$ cat config.mk
export PLATFORM = sky130hd
export DESIGN_NAME = lms_fifo_scheduler
export DESIGN_NICKNAME = d
export VERILOG_FILES = /design/src/rtl/lms_fifo_scheduler.sv
export SDC_FILE = /design/constraint.sdc
export NUM_CORES = 1
export LEC_CHECK = 0
export ABC_AREA = 1
export CAP_MARGIN = 20
export CORE_MARGIN = 10
export CORE_UTILIZATION = 48
export CTS_BUF_LIST = sky130_fd_sc_hd__clkbuf_4 sky130_fd_sc_hd__clkbuf_8
export DETAILED_ROUTE_END_ITERATION = 12
export HOLD_SLACK_MARGIN = 0.08
export MAX_ROUTING_LAYER = met4
export PLACE_DENSITY = 0.82
export SLEW_MARGIN = 10
export SYNTH_ARGS = -nofsm -noshare
export SYNTH_HDL_FRONTEND = slang
export SYNTH_SLANG_ARGS = --single-unit
$ cat constraint.sdc
create_clock -name clk -period 3.45 [get_ports clk]
set_clock_uncertainty 0.05 [all_clocks]
set_input_delay 0.69 -clock clk [delete_from_list [all_inputs] [get_ports clk]]
set_output_delay 0.69 -clock clk [all_outputs]
set_load 0.05 [all_outputs]
$ cat src/rtl/lms_fifo_scheduler.sv
// LMS sample FIFO sequencer: interleaves x/d samples into the prefetch FIFO and
// bursts whole frames of x/d pairs to the LMS engine once a frame's worth is buffered.
module lms_fifo_scheduler #(
    parameter int unsigned DATA_WIDTH  = 16,
    parameter int unsigned DEPTH_WIDTH = 11,
    parameter int unsigned FRAME_LEN   = 64
) (
    input  logic                   clk,
    input  logic                   rst,
    input  logic                   enable,
    input  logic [DATA_WIDTH-1:0]  x_data,
    input  logic                   x_valid,
    output logic                   x_ready,
    input  logic [DATA_WIDTH-1:0]  d_data,
    input  logic                   d_valid,
    output logic                   d_ready,
    output logic                   fifo_wr_en,
    output logic [DATA_WIDTH-1:0]  fifo_wr_data,
    input  logic                   fifo_wr_vld,
    output logic                   fifo_rd_en,
    input  logic [DATA_WIDTH-1:0]  fifo_rd_data,
    input  logic                   fifo_rd_vld,
    output logic [DATA_WIDTH-1:0]  pair_x,
    output logic [DATA_WIDTH-1:0]  pair_d,
    output logic                   pair_valid,
    input  logic                   pair_ready,
    output logic                   frame_first,
    output logic                   frame_last,
    output logic [DEPTH_WIDTH:0]   level,
    output logic [15:0]            frame_cnt
);

    localparam int unsigned LvlW = DEPTH_WIDTH + 1;
    localparam int unsigned Cap  = 2 ** DEPTH_WIDTH;
    localparam logic [LvlW-1:0]        XLevelMax  = LvlW'(Cap - 2);
    localparam logic [LvlW-1:0]        FrameWords = LvlW'(2 * FRAME_LEN);
    localparam logic [DEPTH_WIDTH-1:0] LastIdx    = DEPTH_WIDTH'(FRAME_LEN - 1);

    typedef enum logic {StWrX, StWrD} wr_state_e;
    typedef enum logic [1:0] {StIdle, StRdX, StRdD, StOut} rd_state_e;

    wr_state_e              wr_state_q;
    rd_state_e              rd_state_q;
    logic [LvlW-1:0]        level_q, level_d;
    logic [DEPTH_WIDTH-1:0] idx_q;
    logic [DATA_WIDTH-1:0]  pair_x_q, pair_d_q;
    logic                   pair_valid_q, frame_first_q, frame_last_q;
    logic [15:0]            frame_cnt_q;
    logic                   x_fire, d_fire;

    // x is only admitted with room for its d, so a pair never straddles a full FIFO.
    always_comb begin
        x_ready = !rst && (wr_state_q == StWrX) && enable && fifo_wr_vld
                  && (level_q <= XLevelMax);
        d_ready = !rst && (wr_state_q == StWrD) && fifo_wr_vld;
        x_fire  = x_valid && x_ready;
        d_fire  = d_valid && d_ready;
        fifo_wr_en   = x_fire || d_fire;
        fifo_wr_data = x_fire ? x_data : (d_fire ? d_data : '0);
        fifo_rd_en   = !rst && ((rd_state_q == StRdX) || (rd_state_q == StRdD)) && fifo_rd_vld;
    end

    always_comb begin
        level_d = level_q;
        unique case ({fifo_wr_en, fifo_rd_en})
            2'b10:   level_d = level_q + 1'b1;
            2'b01:   level_d = level_q - 1'b1;
            default: level_d = level_q;
        endcase
    end

    always_ff @(posedge clk) begin
        if (rst) begin
            wr_state_q    <= StWrX;
            rd_state_q    <= StIdle;
            level_q       <= '0;
            idx_q         <= '0;
            pair_x_q      <= '0;
            pair_d_q      <= '0;
            pair_valid_q  <= 1'b0;
            frame_first_q <= 1'b0;
            frame_last_q  <= 1'b0;
            frame_cnt_q   <= '0;
        end else begin
            level_q <= level_d;
            if (x_fire) begin
                wr_state_q <= StWrD;
            end else if (d_fire) begin
                wr_state_q <= StWrX;
            end

            unique case (rd_state_q)
                StIdle: begin
                    if (enable && (level_q >= FrameWords)) begin
                        idx_q      <= '0;
                        rd_state_q <= StRdX;
                    end
                end
                StRdX: begin
                    if (fifo_rd_vld) begin
                        pair_x_q   <= fifo_rd_data;
                        rd_state_q <= StRdD;
                    end
                end
                StRdD: begin
                    if (fifo_rd_vld) begin
                        pair_d_q      <= fifo_rd_data;
                        pair_valid_q  <= 1'b1;
                        frame_first_q <= (idx_q == '0);
                        frame_last_q  <= (idx_q == LastIdx);
                        rd_state_q    <= StOut;
                    end
                end
                StOut: begin
                    if (pair_ready) begin
                        pair_valid_q  <= 1'b0;
                        frame_first_q <= 1'b0;
                        frame_last_q  <= 1'b0;
                        if (frame_last_q) begin
                            frame_cnt_q <= frame_cnt_q + 16'd1;
                            rd_state_q  <= StIdle;
                        end else begin
                            idx_q      <= idx_q + 1'b1;
                            rd_state_q <= StRdX;
                        end
                    end
                end
                default: rd_state_q <= StIdle;
            endcase
        end
    end

    assign pair_x      = pair_x_q;
    assign pair_d      = pair_d_q;
    assign pair_valid  = pair_valid_q;
    assign frame_first = frame_first_q;
    assign frame_last  = frame_last_q;
    assign level       = level_q;
    assign frame_cnt   = frame_cnt_q;

endmodule
# Yosys cells after proc, flatten, opt, wreduce, memory -nomap -nowiden
# Index checks and enable logic that the tools add are counted.
[totals] register_bits=77 latchBits=0 mem_bits_rw=0 mem_bits_ro=0 inputBits=56 output_inout_bits=83 word_cells=76 n_memories=0
[op_classes] addsub=4 n_mul=0 div=0 magnitude_cmp=2 eq_ne=11 n_shift=0 muxes=22 bitwise_logic=1 reduce_logical=26
[op_table] cell="11-bit 2-to-1 mux" count=3
[op_table] cell="16-bit 2-to-1 mux" count=2
[op_table] cell="12-bit one-hot mux with 2 select lines" count=1
[op_table] cell="11-bit one-hot mux with 2 select lines" count=1
[op_table] cell="16-bit by 1-bit adder with 16-bit output (second input constant)" count=1
[op_table] cell="12-bit by 1-bit adder with 12-bit output (second input constant)" count=1
[op_table] cell="12-bit by 8-bit >= comparator with 1-bit output (second input constant)" count=1
[op_table] cell="12-bit by 11-bit less-or-equal comparator with 1-bit output (second input constant)" count=1
[op_table] cell="12-bit by 1-bit subtractor with 12-bit output (second input constant)" count=1
[op_table] cell="11-bit by 1-bit adder with 11-bit output (second input constant)" count=1
[op_table] cell="11-bit by 6-bit == test with 1-bit output (second input constant)" count=1
[op_table] cell="1-bit logical AND" count=11
[op_table] cell="11-bit zero test" count=1
[op_table] cell="2-bit != test (second input constant)" count=5
[op_table] cell="2-bit 2-to-1 mux" count=4
[op_table] cell="2-bit one-hot mux with 4 select lines" count=1
[op_table] cell="4-bit AND reduction" count=2
[op_table] cell="2-bit nonzero test" count=4
[op_table] cell="1-bit 2-to-1 mux" count=7
[op_table] cell="2-bit == test (second input constant)" count=3
[op_table] cell="1-bit one-hot mux with 2 select lines" count=3
[op_table] cell="3-bit AND reduction" count=2
[op_table] cell="2-bit by 1-bit == test with 1-bit output (second input constant)" count=2
[op_table] cell="2-bit AND reduction" count=2
[op_table] cell="other kinds (4)" count=5

# Logic depth before layout (Yosys ltp)
# Gate-level depths: netlist of run 1.
[logic_depth] depth_word=9 ltp_mapped=18 depth_no_buf=18

# Worst setup path after synthesis of run 1
# No wires, ideal clock.
[synth_path] kind="input port to flip-flop" start="in rst" end="reg level_q[7], in the netlist level[7]" setup_time_ns=0.109 arrival_time_ns=3.649 required_time_ns=3.291 path_slack_ns=-0.358 stages=15 path_buffers=1 path_cell_list="buf_2 -> nor2_1 -> nand2_1 -> nand2_1 -> inv_1 -> ha_1 -> ha_1 -> nand3_1 -> nand3_1 -> nand2_1 -> nand2_1 -> xnor2_1 -> nand2_1 -> nand2_1 -> inv_1"
[synth_between] elab_cells_between_ends=16 cone_classes="eq/ne (2); mux (1); reduce/logical (13)"
[synth_lines] element="from (decl)" line_no="9" source="input logic rst,"
[synth_lines] element="1-bit zero test (*)" line_no="55" source="d_ready = !rst && (wr_state_q == StWrD) && fifo_wr_vld;"
[synth_lines] element="1-bit logical AND (*) (2 in a row)" line_no="55"
[synth_lines] element="via d_ready" line_no="16" source="output logic d_ready,"
[synth_lines] element="1-bit logical AND (*)" line_no="57" source="d_fire = d_valid && d_ready;"
[synth_lines] element="1-bit logical OR (*)" line_no="58" source="fifo_wr_en = x_fire || d_fire;"
[synth_lines] element="via fifo_wr_en" line_no="17" source="output logic fifo_wr_en,"
[synth_lines] element="2-bit by 1-bit == test with 1-bit output or 2-bit == test (tied branches)" line_no="65" source="unique case ({fifo_wr_en, fifo_rd_en})"
[synth_lines] element="12-bit one-hot mux with 2 select lines or 2-bit nonzero test (tied branches)"
[synth_lines] element="to (signal assigned)" line_no="85" source="level_q <= level_d;"
[synth_lines] element="to (decl)" line_no="44" source="logic [LvlW-1:0] level_q, level_d;"
# The timed path passes the listed nets; every way through them passes the cells marked *.
# A chain may end at the register's enable or synchronous reset.

# Worst setup path after layout of run 1
[layout_path] start="in fifo_wr_vld" end="reg level_q[10], in the netlist level[10]"
[layout_between] elab_chain_cells=6 elab_cells_between_ends=10 cone_classes="eq/ne (2); mux (1); reduce/logical (7)"
[layout_rtl] element="from (decl)" line_no="19" source="input logic fifo_wr_vld,"
[layout_rtl] element="1-bit logical AND" line_no="53" source="x_ready = !rst && (wr_state_q == StWrX) && enable && fifo_wr_vld"
[layout_rtl] element="1-bit logical AND" line_no="54" source="&& (level_q <= XLevelMax);"
[layout_rtl] element="1-bit logical AND" line_no="56" source="x_fire = x_valid && x_ready;"
[layout_rtl] element="1-bit logical OR (*)" line_no="58"
[layout_rtl] element="2-bit by 1-bit == test with 1-bit output or 2-bit == test (tied branches)" line_no="65"
[layout_rtl] element="12-bit one-hot mux with 2 select lines or 2-bit nonzero test (tied branches)"
# Mark *: on every way between the ends. The rest lies on a longest branch, timed or not.

==> key figures, run 1 <==
Logic synthesis
  • Synth area leaders: dfxtp_1 (35%), nand2_1 (15%), nor2_1 (10%), inv_1 (6.1%), o21ai_0 (5.4%)
  • Post-Syn Area: 4432 µm²
  • Synth Flop Type: dfxtp_1
  • Yosys synthesis warning count: 0
  • Async set or reset register ratio after synthesis: 0%
  • Post-synthesis sequential area ratio: 34.78%
  • Syn Nets: 753
  • Share of the synthesized area in the top cell type: 34.78%
  • Number of synthesized register bits: 77
  • Number of flops mapped to enable cells by yosys: 0
  • Avg Cell Area, Syn: 6.546 µm²
  • Synth cell types: 39
  • Yosys top cell by area: dfxtp_1
  • Syn Inst Count: 677

CTS
  • Cts hold-fix bufs: 0
  • Worst-Skew Late Latency: 0.36 ns
  • Clock transition at path regs: 0.08 ns
  • TritonCTS clock tree: yes
  • Post-CTS Setup Inserts: 0
  • Worst-case clock buffer depth: 2
  • Clock root buffer: clkbuf_8
  • Post-cts sizing count: 0
  • Total CTS buffers: 9
  • H-Tree Level Count: 3
  • Sink Count: 77

Place
  • DP HPWL: 10950 µm
  • DP Area: 6220 µm²
  • # placed instances: 927
  • Global placement routability congestion: 0.8876
  • Port bufs: 138

GRT
  • First-pass GRT wire length: 21930 µm
  • Initial antenna violation count: 0
  • Largest net degree at the start of global routing: 51
  • Grt total ovfl: 0
  • Vias in the first global route: 4641
  • Total track usage: 20.44%

STA
  • Max-slew violations: 0
  • Setup TNS: 0 ns
  • RSZ-0062 raised after global routing: false
  • Fmax: 326.3 MHz
  • Final setup fails: 0
  • Final hold viol count: 0
  • Min Tclk post-route: 3.065 ns
  • Worst Tran Pin Value: 0.5547 ns
  • Tcrit/Tclk final: 88.83%
  • Rel. slew slack: 62.90%

Layout
  • Non-filler instance count after layout: 943
  • Fill count: 788
  • ANT cells: 0
  • Share of layout cells above drive strength 1: 10.34%
  • Area Growth Syn to Fin: 44.52%
  • Post-route cell area: 6405 µm²
  • Final net count: 903
  • Final core utilization: 70.32%

Routing
  • Drt wl/cell: 14.70 µm
  • DRT iter0 DRCs: 352
  • 1st-pass router iterations: 5
  • Remaining DRCs: 0
  • Via density: 5.182
  • DRT antenna net count: 0
  • Aggregate routed wire length: 13870 µm
  • DR vias: 4887

Run status
  • Status: finished, final reports clean

Pwr
  • Worst vdd ir: 0.3512 mV
  • P_leak: 2.697 nW
  • PD cells: 555.1 nW/µm²

Floorplanning
  • Die area: 13480 µm²
  • Die height: 116.1 µm
  • Core Footprint: 9109 µm²
  • I/O pin count: 139
  • Initial Util: 48.65%
  • Site Rows: 35
  • Die width: 116.1 µm

Worst setup path
  • Critical Path Source Type: input port
  • CP bufs+invs: 4
  • CP endpoint kind: register
  • Max incr delay on CP: 0.49 ns
  • CP required: 3.65 ns
  • CP Max Fanout: 7
  • WS Path Type: input port to register
  • Crit-path cells: clkdlybuf4s50_1, nand3_1, nor3_4, nand3_1, nand2_1, inv_1, ha_1, buf_4, ha_1, a21oi_1, nand2_1, nand2_1, nand3_1, nand2_1, nand3_1, nand2_1, inv_1
  • Crit path top cell by count: nand2_1
  • Critical path arrival: 3.27 ns
  • Slowest cell on crit path: clkdlybuf4s50_1
  • Largest delay share family, worst path: simple AND/OR/NAND/NOR gates

Hold path
  • Hold Path Class: register to register

Job
  • Maxcap violations: 0
## worst register-to-register path, cell delays in order (launching register included)
cell	delay (ns)
dfxtp_1	0.41
inv_1	0.13
nor3_1	0.29
nand3_2	0.13
nand3_1	0.12
nand2_1	0.08
inv_1	0.06
ha_1	0.18
buf_4	0.17
inv_1	0.06
fa_1	0.37
inv_1	0.10
nand3_1	0.10
nand3_1	0.16
nand2_1	0.11
a21o_1	0.19
nand3_1	0.06
nand2_1	0.06
inv_1	0.04
## layout make-up
class / instances / area, µm² / share of cell area [%]
well taps: 111 / 138.9 / 2.168
clock inverters: 7 / 61.31 / 0.9572
clock buffers: 9 / 123.9 / 1.934
flip-flops and latches: 77 / 1541 / 24.07
multi-input cells: 500 / 2492 / 38.91
repair buffers: 160 / 1747 / 27.27
inverters: 79 / 300.3 / 4.688
## cells in the mapped netlist (2+ instances only)
master and number:
a21oi_2 5, nor4_2 2, dfxtp_1 77, nand4_1 26
nor2_2 3, xnor2_1 3, buf_2 5, clkbuf_1 10
ha_1 19, inv_2 5, nand2_1 173, nor3_1 9
nand3_1 35, buf_1 3, o21ai_0 48, nor2_1 120
inv_1 72, xor2_1 7, nand3_4 2, a21o_1 2
a21oi_1 33
## cell usage in the layout, fill, tap and decap left out, drive strengths merged
cell	count
nand2	175
nor2	124
clkdlybuf4s50	118
inv	83
dfxtp	77
o21ai	49
buf	42
nand3	38
a21oi	38
nand4	27
ha	19
nor3	10
clkbuf	9
xor2	7
xnor2	3
nor4	2
a21o	2
clkinvlp	2
clkinv	1
or2	1
o21a	1
o211ai	1
nor3b	1
nand3b	1
fa	1
## sequential cells by signal, summed over array words and instances, names as in the netlist, 2 cells and up
signal / cells
idx_q: 11
level: 12
frame_cnt: 16
pair_d: 16
rd_state_q: 2
pair_x: 16
## through the flow
step | power [mW] | hold slack [ns] | setup slack, ns
6_report | 3.555 | 0.4222 | 0.3854
3_5_place_dp | 2.909 | 0.4123 | 0.06844
4_1_cts | 3.558 | 0.4275 | 0.4013
2_1_floorplan | 2.336 | 0.4197 | 0.06952
5_1_grt | 3.773 | 0.4656 | 0.1939
3_3_place_gp | 2.852 | 0.4105 | 0.1381
## report_power, final
part	switching, mW	internal [mW]	total [mW]
logic	1.13	0.629	1.76
registers	0.108	1.03	1.14
clock network	0.380	0.276	0.656
## kinds of logic after synthesis
kind of cell / Yosys count / synth area share (%)
adder cells (fa/ha/maj): 20 / 5.816
XOR/XNOR: 10 / 1.976
buffers and inverters: 100 / 9.204
flip-flops: 77 / 34.78
AO/OA/AOI/OAI: 91 / 10.93
AND/OR/NAND/NOR: 379 / 37.30
## per-layer routing
| layer | up-vias | routed length (µm) | track usage [%] |
|---|---|---|---|
| met5 | - | 0 | - |
| met3 | 11 | 629 | 3.934 |
| li1 | 2471 | - | - |
| met2 | 97 | 7406 | 36.71 |
| met1 | 2308 | 5721 | 22.82 |
| met4 | 0 | 110 | 4.837 |
## final timing paths
kind,depth (start not counted),slack [ns],to,start
setup / recovery,17,0.39,level[10],fifo_wr_vld
hold / removal,2,0.42,frame_first,frame_first
setup reg to reg,18,0.53,level[8],level[0]
hold reg to reg,2,0.42,frame_first,frame_first
Note: power is estimated with default switching activity, not from simulation.
==> inputs of run 2 (changes only) <==
--- a/config.mk
+++ b/config.mk
@@ -7,13 +7,15 @@
 export LEC_CHECK = 0
 export ABC_AREA = 1
 export CAP_MARGIN = 20
+export CELL_PAD_IN_SITES_DETAIL_PLACEMENT = 1
+export CELL_PAD_IN_SITES_GLOBAL_PLACEMENT = 1
 export CORE_MARGIN = 10
-export CORE_UTILIZATION = 48
+export CORE_UTILIZATION = 33
 export CTS_BUF_LIST = sky130_fd_sc_hd__clkbuf_4 sky130_fd_sc_hd__clkbuf_8
 export DETAILED_ROUTE_END_ITERATION = 12
 export HOLD_SLACK_MARGIN = 0.08
 export MAX_ROUTING_LAYER = met4
-export PLACE_DENSITY = 0.82
+export PLACE_DENSITY_LB_ADDON = 0.1
 export SLEW_MARGIN = 10
 export SYNTH_ARGS = -nofsm -noshare
 export SYNTH_HDL_FRONTEND = slang
==> key figures, run 2 (synthesized netlist as in run 1, its figures left out) <==
GRT
  • Largest net degree at the start of global routing: 51
  • Vias in the first global route: 5220
  • First-pass GRT wire length: 26290 µm
  • Grt total ovfl: 0
  • Total track usage: 18.12%
  • Initial antenna violation count: 0

CTS
  • Post-CTS Setup Inserts: 0
  • Post-cts sizing count: 0
  • Total CTS buffers: 9
  • H-Tree Level Count: 3
  • Worst-case clock buffer depth: 2
  • Clock root buffer: clkbuf_8
  • Cts hold-fix bufs: 0
  • Clock transition at path regs: 0.09 ns
  • TritonCTS clock tree: yes
  • Sink Count: 77
  • Worst-Skew Late Latency: 0.37 ns

Worst setup path
  • Critical Path Source Type: input port
  • Max incr delay on CP: 0.44 ns
  • Critical path arrival: 2.33 ns
  • WS Path Type: input port to output port
  • Crit-path cells: clkdlybuf4s50_1, buf_4, nor2_4, nand2_1, buf_4, inv_2, nand2_1, nand2_1, buf_12
  • Crit path top cell by count: nand2_1
  • CP Max Fanout: 16
  • CP endpoint kind: output port
  • CP required: 2.71 ns
  • Slowest cell on crit path: clkdlybuf4s50_1
  • CP bufs+invs: 5
  • Largest delay share family, worst path: buffers and inverters

Place
  • DP HPWL: 12840 µm
  • DP Area: 6359 µm²
  • Port bufs: 138
  • Global placement routability congestion: 0.8627

Layout
  • ANT cells: 0
  • Final net count: 909
  • Share of layout cells above drive strength 1: 10.98%
  • Most frequent cells in the layout: nand2_1 (173), nor2_1 (118), clkdlybuf4s50_1 (118)
  • Post-route cell area: 6563 µm²
  • Multi-input logic area: 2492 µm²
  • Commonest non-fill, non-tap cell in the layout: nand2_1
  • Register area: 1541 µm²
  • Area Growth Syn to Fin: 48.08%
  • Fill count: 1703

Routing
  • DR vias: 4941
  • Remaining DRCs: 0
  • Aggregate routed wire length: 16110 µm
  • 1st-pass router iterations: 4
  • Via density: 4.873
  • DRT antenna net count: 0
  • Drt wl/cell: 15.89 µm
  • DRT iter0 DRCs: 165

STA
  • Worst Tran Pin Value: 0.5729 ns
  • Max-slew violations: 0
  • Tcrit/Tclk final: 89.03%
  • Min Tclk post-route: 3.071 ns
  • Rel. slew slack: 61.71%
  • Final hold viol count: 0
  • Fmax: 325.6 MHz
  • RSZ-0062 raised after global routing: false
  • Final setup fails: 0
  • Setup TNS: 0 ns

Floorplanning
  • Initial Util: 33.60%
  • Die height: 135.9 µm
  • Die width: 135.9 µm
  • Site Rows: 42
  • I/O pin count: 139
  • Die area: 18460 µm²
  • Core Footprint: 13190 µm²

Pwr
  • Total Power: 3.702 mW
  • Worst vdd ir: 0.3191 mV
  • PD cells: 564.1 nW/µm²
  • P_leak: 2.746 nW

Hold path
  • Hold Path Class: register to register

Job
  • Maxcap violations: 0

Run status
  • Status: finished, final reports clean
-- run 2: tightest hold or removal path: cells and delay by family (launching register included) --
family,cells,cell delay [ns]
AOI/OAI and AO/OA,1,0.05
DFF,1,0.32
and+or+nand+nor,1,0.06
-- run 2: stage by stage --
step / hold slack [ns] / worst slack, ns / std cells / util, %
detailed placement: 0.4134 / 0.05005 / 998 / 48.21
CTS: 0.4245 / 0.3545 / 1014 / 49.75
global placement: 0.4134 / 0.1543 / 998 / 48.21
global route: 0.4445 / 0.1592 / 1014 / 49.75
floorplan: 0.4197 / 0.06952 / 677 / -
finish: 0.4188 / 0.3786 / 1014 / 49.75
-- run 2: routing by layer --
metal	GRT usage (%)	up-vias	wire length [µm]
li1	-	2484	-
met5	-	-	0
met1	19.77	2346	6638
met4	6.805	0	406
met2	32.40	84	8449
met3	2.878	27	613
-- run 2: path summary, 6_finish.rpt --
kind              depth (start not counted)        from  slack [ns]              end
setup / recovery                          9         rst        0.38  fifo_wr_data[9]
hold / removal                            2  pair_valid        0.42       pair_valid
setup reg to reg                         18    level[0]        0.47         level[8]
hold reg to reg                           2  pair_valid        0.42       pair_valid
-- run 2: cell type report --
type,instances,share of cell area [%]
clock buffer,9,1.888
inverter,79,4.576
clock inverter,7,1.220
timing repair buffer,166,27.49
tap,176,3.356
multi-input combinational,500,37.98
sequential,77,23.49
-- run 2: where the power goes --
| part | switching, mW | internal [mW] | total (mW) |
|---|---|---|---|
| clock | 0.393 | 0.346 | 0.739 |
| combinational | 1.16 | 0.667 | 1.82 |
| sequential | 0.113 | 1.03 | 1.14 |
